### src/rtl/i2c_pkg.sv
// ----------------------------------------------------------------------------
// i2c_pkg : shared types and constants for the i2c link controller
// Revision: 1.0
// ----------------------------------------------------------------------------
`default_nettype none

package i2c_pkg;

    localparam int unsigned C_DW = 32;

    typedef enum logic [1:0] {
        ST_IDLE   = 2'd0,
        ST_RXA    = 2'd1,
        ST_TXA    = 2'd2,
        ST_REPLAY = 2'd3
    } state_e;

    localparam logic [6:0] C_DEFAULT_ADDR = 7'h00;

endpackage

`default_nettype wire

### src/rtl/i2c_word_fifo.sv
// ----------------------------------------------------------------------------
// i2c_word_fifo : 32-bit synchronous FIFO with occupancy output and clear
// Revision: 1.0
// ----------------------------------------------------------------------------
`default_nettype none

module i2c_word_fifo
    import i2c_pkg::*;
#(
    parameter int unsigned AW = 2
) (
    input  logic            clk,
    input  logic            rst_n,
    input  logic            i_clr,
    input  logic            i_push,
    input  logic [C_DW-1:0] i_data,
    input  logic            i_pop,
    output logic [C_DW-1:0] o_data,
    output logic [AW:0]     o_level,
    output logic            o_full,
    output logic            o_empty
);

    localparam logic [AW:0] C_FULL = {1'b1, {AW{1'b0}}};

    logic [C_DW-1:0] r_mem [C_FULL];
    logic [AW-1:0]   r_wp;
    logic [AW-1:0]   r_rp;
    logic [AW:0]     r_level;
    logic            w_push;
    logic            w_pop;

    assign o_full  = (r_level == C_FULL);
    assign o_empty = (r_level == '0);
    assign o_level = r_level;
    assign o_data  = r_mem[r_rp];
    assign w_push  = i_push & ~o_full;
    assign w_pop   = i_pop & ~o_empty;

    always_ff @(posedge clk) begin
        if (w_push) begin
            r_mem[r_wp] <= i_data;
        end
    end

    always_ff @(posedge clk or negedge rst_n) begin
        if (!rst_n) begin
            r_wp    <= '0;
            r_rp    <= '0;
            r_level <= '0;
        end else if (i_clr) begin
            r_wp    <= '0;
            r_rp    <= '0;
            r_level <= '0;
        end else begin
            if (w_push) r_wp <= r_wp + 1'b1;
            if (w_pop)  r_rp <= r_rp + 1'b1;
            case ({w_push, w_pop})
                2'b10:   r_level <= r_level + 1'b1;
                2'b01:   r_level <= r_level - 1'b1;
                default: r_level <= r_level;
            endcase
        end
    end

endmodule

`default_nettype wire

### src/rtl/i2c_link_ctrl.sv
// ----------------------------------------------------------------------------
// i2c_link_ctrl : word-level glue between i2c slave PHY and two TX requesters,
//                 RX buffering, read-error replay and address sequencing
// Revision: 1.0
// ----------------------------------------------------------------------------
`default_nettype none

module i2c_link_ctrl
    import i2c_pkg::*;
#(
    parameter int unsigned TX_AW = 2,
    parameter int unsigned RX_AW = 2
) (
    input  logic              clk,
    input  logic              rst_n,
    input  logic              req0_valid,
    input  logic [31:0]       req0_data,
    output logic              req0_ready,
    input  logic              req1_valid,
    input  logic [31:0]       req1_data,
    output logic              req1_ready,
    output logic              rx_valid,
    output logic [31:0]       rx_data,
    input  logic              rx_ready,
    input  logic              tx_flush,
    input  logic [6:0]        cfg_addr,
    input  logic              cfg_wr,
    output logic [6:0]        phy_addr,
    output logic              phy_full,
    input  logic              phy_push,
    input  logic [31:0]       phy_dout,
    output logic              phy_empty,
    input  logic              phy_pop,
    output logic [31:0]       phy_din,
    input  logic              phy_wstop,
    input  logic              phy_rstop,
    input  logic              phy_rerr,
    output logic              irq_rx,
    output logic              irq_tx,
    output logic [7:0]        err_cnt,
    output logic [TX_AW:0]    tx_level,
    output logic [RX_AW:0]    rx_level,
    output logic              ovf,
    output logic              udf
);

    state_e      r_state;
    state_e      w_state_nxt;
    logic        r_rr;
    logic        w_gnt0;
    logic        w_gnt1;
    logic        w_tx_full;
    logic        w_tx_empty;
    logic [31:0] w_tx_head;
    logic        w_tx_deq;
    logic        w_pop_replay;
    logic        w_pop_ok;
    logic        w_udf_evt;
    logic        w_rerr_evt;
    logic        w_irq_rx;
    logic        w_irq_tx;
    logic        w_enter_idle;
    logic        w_rx_full;
    logic        w_rx_empty;
    logic [31:0] r_shadow;
    logic        r_shadow_vld;
    logic        r_replay;
    logic        r_irq_rx;
    logic        r_irq_tx;
    logic [7:0]  r_err_cnt;
    logic        r_ovf;
    logic        r_udf;
    logic [6:0]  r_addr;
    logic [6:0]  r_pend_addr;
    logic        r_pend;

    // Round-robin: r_rr names the requester holding priority this cycle.
    assign w_gnt0 = req0_valid & ~w_tx_full & ~tx_flush & (~r_rr | ~req1_valid);
    assign w_gnt1 = req1_valid & ~w_tx_full & ~tx_flush & ( r_rr | ~req0_valid);

    assign w_pop_replay = phy_pop & r_replay;
    assign w_tx_deq     = phy_pop & ~r_replay & ~w_tx_empty;
    assign w_pop_ok     = w_pop_replay | w_tx_deq;
    assign w_udf_evt    = phy_pop & ~r_replay & w_tx_empty;

    i2c_word_fifo #(.AW(TX_AW)) u_tx_fifo (
        .clk     (clk),
        .rst_n   (rst_n),
        .i_clr   (tx_flush),
        .i_push  (w_gnt0 | w_gnt1),
        .i_data  (w_gnt1 ? req1_data : req0_data),
        .i_pop   (w_tx_deq),
        .o_data  (w_tx_head),
        .o_level (tx_level),
        .o_full  (w_tx_full),
        .o_empty (w_tx_empty)
    );

    i2c_word_fifo #(.AW(RX_AW)) u_rx_fifo (
        .clk     (clk),
        .rst_n   (rst_n),
        .i_clr   (1'b0),
        .i_push  (phy_push),
        .i_data  (phy_dout),
        .i_pop   (rx_ready),
        .o_data  (rx_data),
        .o_level (rx_level),
        .o_full  (w_rx_full),
        .o_empty (w_rx_empty)
    );

    always_ff @(posedge clk or negedge rst_n) begin
        if (!rst_n) r_state <= ST_IDLE;
        else        r_state <= w_state_nxt;
    end

    always_comb begin
        w_state_nxt = r_state;
        case (r_state)
            ST_IDLE: begin
                if (phy_rerr & w_pop_ok) w_state_nxt = ST_REPLAY;
                else if (w_pop_ok)       w_state_nxt = ST_TXA;
                else if (phy_push)       w_state_nxt = ST_RXA;
            end
            ST_RXA: begin
                if (phy_wstop) w_state_nxt = ST_IDLE;
            end
            ST_TXA: begin
                if (phy_rerr)       w_state_nxt = ST_REPLAY;
                else if (phy_rstop) w_state_nxt = ST_IDLE;
            end
            ST_REPLAY: begin
                if (phy_rerr & w_pop_ok) w_state_nxt = ST_REPLAY;
                else if (w_pop_ok)       w_state_nxt = ST_TXA;
                else if (phy_rstop)      w_state_nxt = ST_IDLE;
            end
            default: w_state_nxt = ST_IDLE;
        endcase
    end

    always_comb begin
        w_rerr_evt   = phy_rerr & ((r_state == ST_TXA) |
                       (((r_state == ST_IDLE) | (r_state == ST_REPLAY)) & w_pop_ok));
        w_irq_rx     = (r_state == ST_RXA) & phy_wstop;
        w_irq_tx     = (r_state == ST_TXA) & phy_rstop & ~phy_rerr;
        w_enter_idle = (r_state != ST_IDLE) & (w_state_nxt == ST_IDLE);
    end

    always_ff @(posedge clk or negedge rst_n) begin
        if (!rst_n) begin
            r_shadow     <= '0;
            r_shadow_vld <= 1'b0;
            r_replay     <= 1'b0;
            r_rr         <= 1'b0;
            r_irq_rx     <= 1'b0;
            r_irq_tx     <= 1'b0;
            r_err_cnt    <= '0;
            r_ovf        <= 1'b0;
            r_udf        <= 1'b0;
            r_addr       <= C_DEFAULT_ADDR;
            r_pend_addr  <= C_DEFAULT_ADDR;
            r_pend       <= 1'b0;
        end else begin
            if (w_gnt0)      r_rr <= 1'b1;
            else if (w_gnt1) r_rr <= 1'b0;

            if (w_tx_deq) r_shadow <= w_tx_head;

            // Flush wins over everything touching the replay path.
            if (tx_flush) begin
                r_shadow_vld <= 1'b0;
                r_replay     <= 1'b0;
            end else begin
                if (w_tx_deq)      r_shadow_vld <= 1'b1;
                else if (w_irq_tx) r_shadow_vld <= 1'b0;
                if (w_rerr_evt)        r_replay <= r_shadow_vld | w_tx_deq;
                else if (w_pop_replay) r_replay <= 1'b0;
            end

            r_irq_rx <= w_irq_rx;
            r_irq_tx <= w_irq_tx;

            if (w_rerr_evt && r_err_cnt != 8'hFF) r_err_cnt <= r_err_cnt + 8'd1;
            if (phy_push & w_rx_full) r_ovf <= 1'b1;
            if (w_udf_evt)            r_udf <= 1'b1;

            // Address changes only land while the link is idle.
            if ((cfg_wr && r_state == ST_IDLE) || (w_enter_idle && (cfg_wr || r_pend))) begin
                r_addr <= cfg_wr ? cfg_addr : r_pend_addr;
                r_pend <= 1'b0;
            end else if (cfg_wr) begin
                r_pend_addr <= cfg_addr;
                r_pend      <= 1'b1;
            end
        end
    end

    assign req0_ready = w_gnt0;
    assign req1_ready = w_gnt1;
    assign rx_valid   = ~w_rx_empty;
    assign phy_full   = w_rx_full;
    assign phy_din    = r_replay ? r_shadow : w_tx_head;
    assign phy_empty  = w_tx_empty & ~r_replay;
    assign phy_addr   = r_addr;
    assign irq_rx     = r_irq_rx;
    assign irq_tx     = r_irq_tx;
    assign err_cnt    = r_err_cnt;
    assign ovf        = r_ovf;
    assign udf        = r_udf;

endmodule

`default_nettype wire

### config.mk
export PLATFORM = sky130hd
export DESIGN_NAME = i2c_link_ctrl
export DESIGN_NICKNAME = d
export VERILOG_FILES = /design/src/rtl/i2c_pkg.sv /design/src/rtl/i2c_word_fifo.sv /design/src/rtl/i2c_link_ctrl.sv
export SDC_FILE = /design/constraint.sdc
export NUM_CORES = 1
export LEC_CHECK = 0
export CAP_MARGIN = 30
export CORE_ASPECT_RATIO = 0.6
export CORE_MARGIN = 3
export CORE_UTILIZATION = 53
export DETAILED_ROUTE_END_ITERATION = 16
export MAX_ROUTING_LAYER = met4
export PLACE_DENSITY = 0.78
export SETUP_SLACK_MARGIN = 0.3
export SYNTH_ARGS = -nofsm -noshare
export SYNTH_HDL_FRONTEND = slang
export SYNTH_HIERARCHICAL = 1
export SYNTH_SLANG_ARGS = --single-unit
### constraint.sdc
create_clock -name clk -period 4.1 [get_ports clk]
set_input_delay 1.23 -clock clk [delete_from_list [all_inputs] [get_ports clk]]
set_output_delay 1.23 -clock clk [all_outputs]
set_load 0.02 [all_outputs]
* Yosys cells after proc, flatten, opt, wreduce, memory -nomap -nowiden
Memories as Yosys holds them, arrays and structs flattened.
Index checks and enable logic that the tools add are counted.
** Word-level totals
- Register bits after elaboration :: 78
- Bits in writable memories :: 256
- Input port bits :: 115
- Output and inout port bits :: 94
- Logic and storage cells :: 131
- Memories kept :: 2
** Memory list
- u_rx_fifo.r_mem :: depth 4, width 32, rd ports 1, clocked after Yosys merged registers in 0, wr ports 1, RTL line i2c_word_fifo.sv:26 : logic [C_DW-1:0] r_mem [C_FULL];
- u_tx_fifo.r_mem :: depth 4, width 32, rd ports 1, clocked after Yosys merged registers in 0, wr ports 1, RTL line i2c_word_fifo.sv:26
** Cells by class
- $add $sub $neg :: 9
- Equality and inequality tests :: 10
- Muxes and demuxes :: 33
- Bitwise logic cells :: 40
- Reduce and logical (&&, ||, !) cells :: 18
** Operators with widths (number)
- $mux W32 :: 2
- $mux W2 :: 12
- $and A1 B1 Y1 :: 23
- $mux W1 :: 14
- $pmux W3 S2 :: 2
- $reduce_bool A2 Y1 :: 6
- $not A1 Y1 :: 10
- $reduce_bool A3 Y1 :: 3
- $add A2 B1 Y2 const B :: 4
- $add A8 B1 Y8 const B :: 1
- $eq A2 B2 Y1 const B :: 4
- $ne A8 B8 Y1 const B :: 1
- $pmux W2 S4 :: 1
- $mux W7 :: 1
- $or A1 B1 Y1 :: 7
- $add A3 B1 Y3 const B :: 2
- $eq A2 B1 Y1 const B :: 3
- $eq A3 B3 Y1 const B :: 2
- $logic_not A3 Y1 :: 2
- $sub A3 B1 Y3 const B :: 2
- $logic_not A2 Y1 :: 2
- $logic_and A1 B1 Y1 :: 3
- $mux W3 :: 1
- $logic_or A1 B1 Y1 :: 2

* Longest topological paths before layout
- Depth after elaboration :: 12
- Depth in mapped cells :: 11
- Mapped depth without buffers :: 9

* Hierarchy
The synthesis kept the hierarchy.
** By module, submodules not included
- i2c_word_fifo (u_rx_fifo) :: instances 1, cells each 228, area an instance 5183.7 µm², sequential area each 4018.9 µm²
- i2c_word_fifo (u_tx_fifo) :: instances 1, cells each 231, area an instance 5156.2 µm², sequential area each 4018.9 µm²
- i2c_link_ctrl :: instances 1, cells each 345, area an instance 3604.7 µm², sequential area each 1601.5 µm²

* Worst setup path before layout
No wires, ideal clock.
- Path kind :: input-to-reg
- From :: in tx_flush
- To :: mem u_tx_fifo.r_mem[0][0], enable pin
- Arrival :: 3165 ps
- Required time :: 3708 ps
- Slack :: 543 ps
- Stages :: 8
- Buffers on the path :: 2
- Cells stage by stage :: nor2_1 -> nand3_1 -> clkbuf_1 -> nand2_1 -> buf_4 -> inv_1 -> a21oi_2 -> and2_1
** Between the ends
- Word-level cells in the longest chain between the ends :: 7
- Elaborated cells on any way between the ends :: 9
- Classes of those cells :: mux: 2; bitwise: 7
** Ends and longest elaborated chain
- start, declared :: RTL line i2c_link_ctrl.sv:25 : input logic tx_flush,
- $not A1 Y1 (*) :: RTL line i2c_link_ctrl.sv:78, i2c_link_ctrl.sv:79
- $and A1 B1 Y1 (on tied branches) (2 in series) :: RTL line i2c_link_ctrl.sv:78, i2c_link_ctrl.sv:79
- $or A1 B1 Y1 (*) :: RTL line i2c_link_ctrl.sv:90 : .i_push (w_gnt0 | w_gnt1),
- $and A1 B1 Y1 (*) :: RTL line i2c_word_fifo.sv:37 : assign w_push = i_push & ~o_full;
- $mux W1 (*) :: RTL line i2c_word_fifo.sv:41 : if (w_push) begin
- $mux W1 (not written as such) (*) :: RTL line i2c_word_fifo.sv:42 : r_mem[r_wp] <= i_data;
- end, declared :: RTL line i2c_word_fifo.sv:26
Mark *: on every way between the ends. The rest lies on a longest branch, timed or not.

* Final worst setup path
- From :: reg u_tx_fifo.r_rp[0]
- To :: out phy_din[11]
** Between the ends
- Word-level cells in the longest chain between the ends :: 2
** Ends and longest elaborated chain
- start, declared :: RTL line i2c_word_fifo.sv:28 : logic [AW-1:0] r_rp;
- start signal, assigned :: RTL line i2c_word_fifo.sv:57 : if (w_pop) r_rp <= r_rp + 1'b1;
- $mem_v2 Z4 W32
- net w_tx_head[11] :: RTL line i2c_link_ctrl.sv:54 : logic [31:0] w_tx_head;
- $mux W32 :: RTL line i2c_link_ctrl.sv:202 : assign phy_din = r_replay ? r_shadow : w_tx_head;
- end, declared :: RTL line i2c_link_ctrl.sv:34 : output logic [31:0] phy_din,
The timed path passes the listed nets, and every way through them passes these cells.

==> results.md <==
- Status: completed
- Area grow syn2layout: 26.4%
- Top post-synthesis cells by area: edfxtp_1, dfrtp_1, mux4_2
- Maxcap violations: 0
- Net count, final: 1175
- Vias in the first global route: 7995
- Vias: 7772
- Reg2Reg Launch Point: u_tx_fifo/o_level[0]
- Post-synth ARST share: 0.234
- Worst hold start: ovf
- Gr ovfl total: 0
- Sum of negative setup slack: 0 ns
- CTS buffer count: 30
- Worst path top cell family by delay: multiplexers
- Routability cong.: 0.792
- Final instance area: 17600 um2
- Synthesized flop and latch total: 334
- Worst-margin pin slew: 0.877 ns
- R2r endpoint: u_tx_fifo/o_level[1]
- Post-DRT Antenna Nets: 0
- Post-Synthesis Cells: 804
- Hold Path End: ovf
- Final clock skew: 0.00978 ns
- Average cell area after synthesis: 17.3 um2
- CTS tree: yes
- Worst path slowest cell: mux4_2
- Core ar.: 25600 um2
- Avg WL per Cell: 20.7 um
- Largest net degree at the start of global routing: 35
- Critical Path AT: 2.43 ns
- Initial Util: 0.546
- Leakage: 0.00648 uW
- IR Drop Worst-Case VDD: 360 uV
- Top-area cell type share of the netlist area: 0.551
- Yosys cell types: 63
- Post-synth EDFFs: 256
- Clk slew on worst S/H paths: 0.07 ns
- Die height: 132 um
- Final hold viol count: 0
- Number of setup violations in the final report: 0
- R2R Setup Slk: 1.25 ns
- CP cell instances: buf_8 > mux4_2 > mux2_2 > dlygate4sd2_1
- CP max stage delay: 0.55 ns
- Ys flop type: edfxtp_1
- First-pass GRT wire length: 45.9 mm
- WP depth: 4
- Layout cells sized above 1: 0.238
- Site Rows: 45
- H-Tree Depth: 1
- Warnings, synthesis: 6
- RSZ-0062 raised after global routing: false
- IO Port Bufs: 208
- Kind of critical path: reg2out
- Later-pin clock latency in the skew report: 0.55 ns
- Die ar.: 28400 um2
- Reg2Reg Depth: 11
- Antenna diode count: 0
- DR vias/cell: 5.47
- Tmin final: 3.66 ns
- Initial antenna violation count: 0
- Slew headroom: 0.415
- GRT Util Overall: 0.213
- Power density cells: 605 nW/um2
- Mapped Area: 13900 um2
- Worst Setup End Kind: output port
- Final Max Tran Viols: 0
- Initial DRT Pass Iterations: 5
- FMAX: 0.273 GHz
- DR iter-0 viols: 587
- Critical path launch point type: register
- I/O pins: 209
- CP Max Fanout: 11
- Clock Path Buffers: 3
- Root Driver: clkbuf_16
- Sequential element share of the synthesized area: 0.691
- Biggest area consumer among synthesized cells: edfxtp_1
- Crit path required time: 2.87 ns
- Final WL: 29.4 mm
- Die width: 215 um
- HPWL Detailed: 19.5 mm
- Min-delay worst type: reg2reg
- Post-Place Cell Area: 16500 um2
- # DRC: 0
- CTS Sinks: 334
- Bufs and invs on worst path: 2
- Fin crit share: 0.892
- Worst hold path cell count: 1
[registers in the layout (all words and copies together) (netlist names), 2 cells and up]
| register | count |
|---|---|
| r_state | 2 |
| u_rx_fifo/r_mem | 128 |
| err_cnt | 8 |
| u_tx_fifo/r_wp | 2 |
| u_tx_fifo/r_rp | 2 |
| u_rx_fifo/o_level | 3 |
| phy_addr | 7 |
| u_rx_fifo/r_wp | 2 |
| r_pend_addr | 7 |
| u_tx_fifo/o_level | 3 |
| r_shadow | 32 |
| u_rx_fifo/r_rp | 2 |
| u_tx_fifo/r_mem | 128 |
[per-layer routing]
| metal | global-route usage | vias up | wire length [um] |
|---|---|---|---|
| met2 | 0.314 | 256 | 13300 |
| met1 | 0.321 | 3944 | 13900 |
| met4 | 0.0392 | 0 | 516 |
| met3 | 0.0358 | 38 | 1620 |
| li1 | - | 3534 | - |
| met5 | - | - | 0 |
[what timing repair did]
action / 4_1_cts / 5_1_grt
hold buffers: 0 / 0
endpoints found under the setup margin: 51 / 14
resized for setup: 28 / 16
setup buffers: 1 / 0
cloned: 0 / 1
[worst max path at each step]
| stage | startpoint | end | slack, ns |
|---|---|---|---|
| floorplan | tx_flush | u_tx_fifo/r_mem[0][0] | 0.54 |
| global placement | tx_flush | req1_ready | 0.08 |
| detailed placement | tx_flush | req1_ready | 0.09 |
| CTS | u_tx_fifo/r_rp[0] | phy_din[12] | 0.20 |
| global route | u_tx_fifo/r_rp[0] | phy_din[11] | 0.36 |
| finish | u_tx_fifo/r_rp[0] | phy_din[11] | 0.44 |
[layout make-up]
type	count	area, um2
well taps	352	440
inverters	19	76.3
repair buffers	238	2410
multi-input cells	421	4040
flip-flops and latches	334	9650
fillers	1766	7940
clock buffers	35	801
clock inverters	21	219
[kinds of logic (layout without fill, tap and decap cells)]
family,count (synthesis),after routing,share of synthesized area
other cells,1,7,0.000269
buf+inv,55,313,0.0216
flops,334,334,0.691
mux,152,152,0.177
compound gates,51,51,0.0274
fa+ha+maj,16,16,0.0154
simple gates,180,180,0.0577
xor+xnor,15,15,0.00942
[cell usage in the layout (no fill, tap or decap), drive strengths merged, types with 3 or more instances in the layout]
cell	netlist	layout
conb	1	7
nand2	110	110
nand2b	6	6
dlymetal6s2s	0	12
dfrtp	78	78
buf	26	30
o21ai	12	12
mux2	86	86
a21oi	15	15
nor2	22	22
nor2b	3	3
clkinv	0	12
mux4	64	64
ha	14	14
xnor2	6	6
inv	19	20
or3	3	3
dlygate4sd2	0	21
xor2	9	9
clkbuf	10	37
edfxtp	256	256
nor3	7	7
bufinv	0	4
clkdlybuf4s50	0	173
and2	10	10
clkinvlp	0	4
a31oi	3	3
nand3	9	9
[power by group]
group,internal [uW],switching (uW)
clock,1650,1210
combinational,1630,1600
sequential,4260,303
[per-stage QoR]
stage	total power, uW	setup slack [ns]	hold WS [ns]	util	std cells
6_report	10700	0.443	0.467	0.690	1420
5_1_grt	11200	0.359	0.482	0.690	1420
4_1_cts	10700	0.204	0.476	0.687	1419
3_5_place_dp	7900	0.0940	0.459	0.647	1362
3_3_place_gp	7800	0.0794	0.442	0.647	1362
2_1_floorplan	6660	0.543	0.461	-	810
[cell usage after synthesis (all sizes together), types with 2 or more instances]
cell type and count:
o21ai 12, a21oi 15, a31oi 3, inv 19
xor2 9, nand3 9, and3 2, mux2 86
mux2i 2, nor3 7, edfxtp 256, nor2b 3
and2b 2, or3 3, nand2b 6, nand2 110
a211oi 2, a21o 2, dfrtp 78, xnor2 6
clkbuf 10, and2 10, nand3b 2, nor2 22
o22ai 2, ha 14, mux4 64, fa 2
buf 26
(Power assumes the default switching activity.)
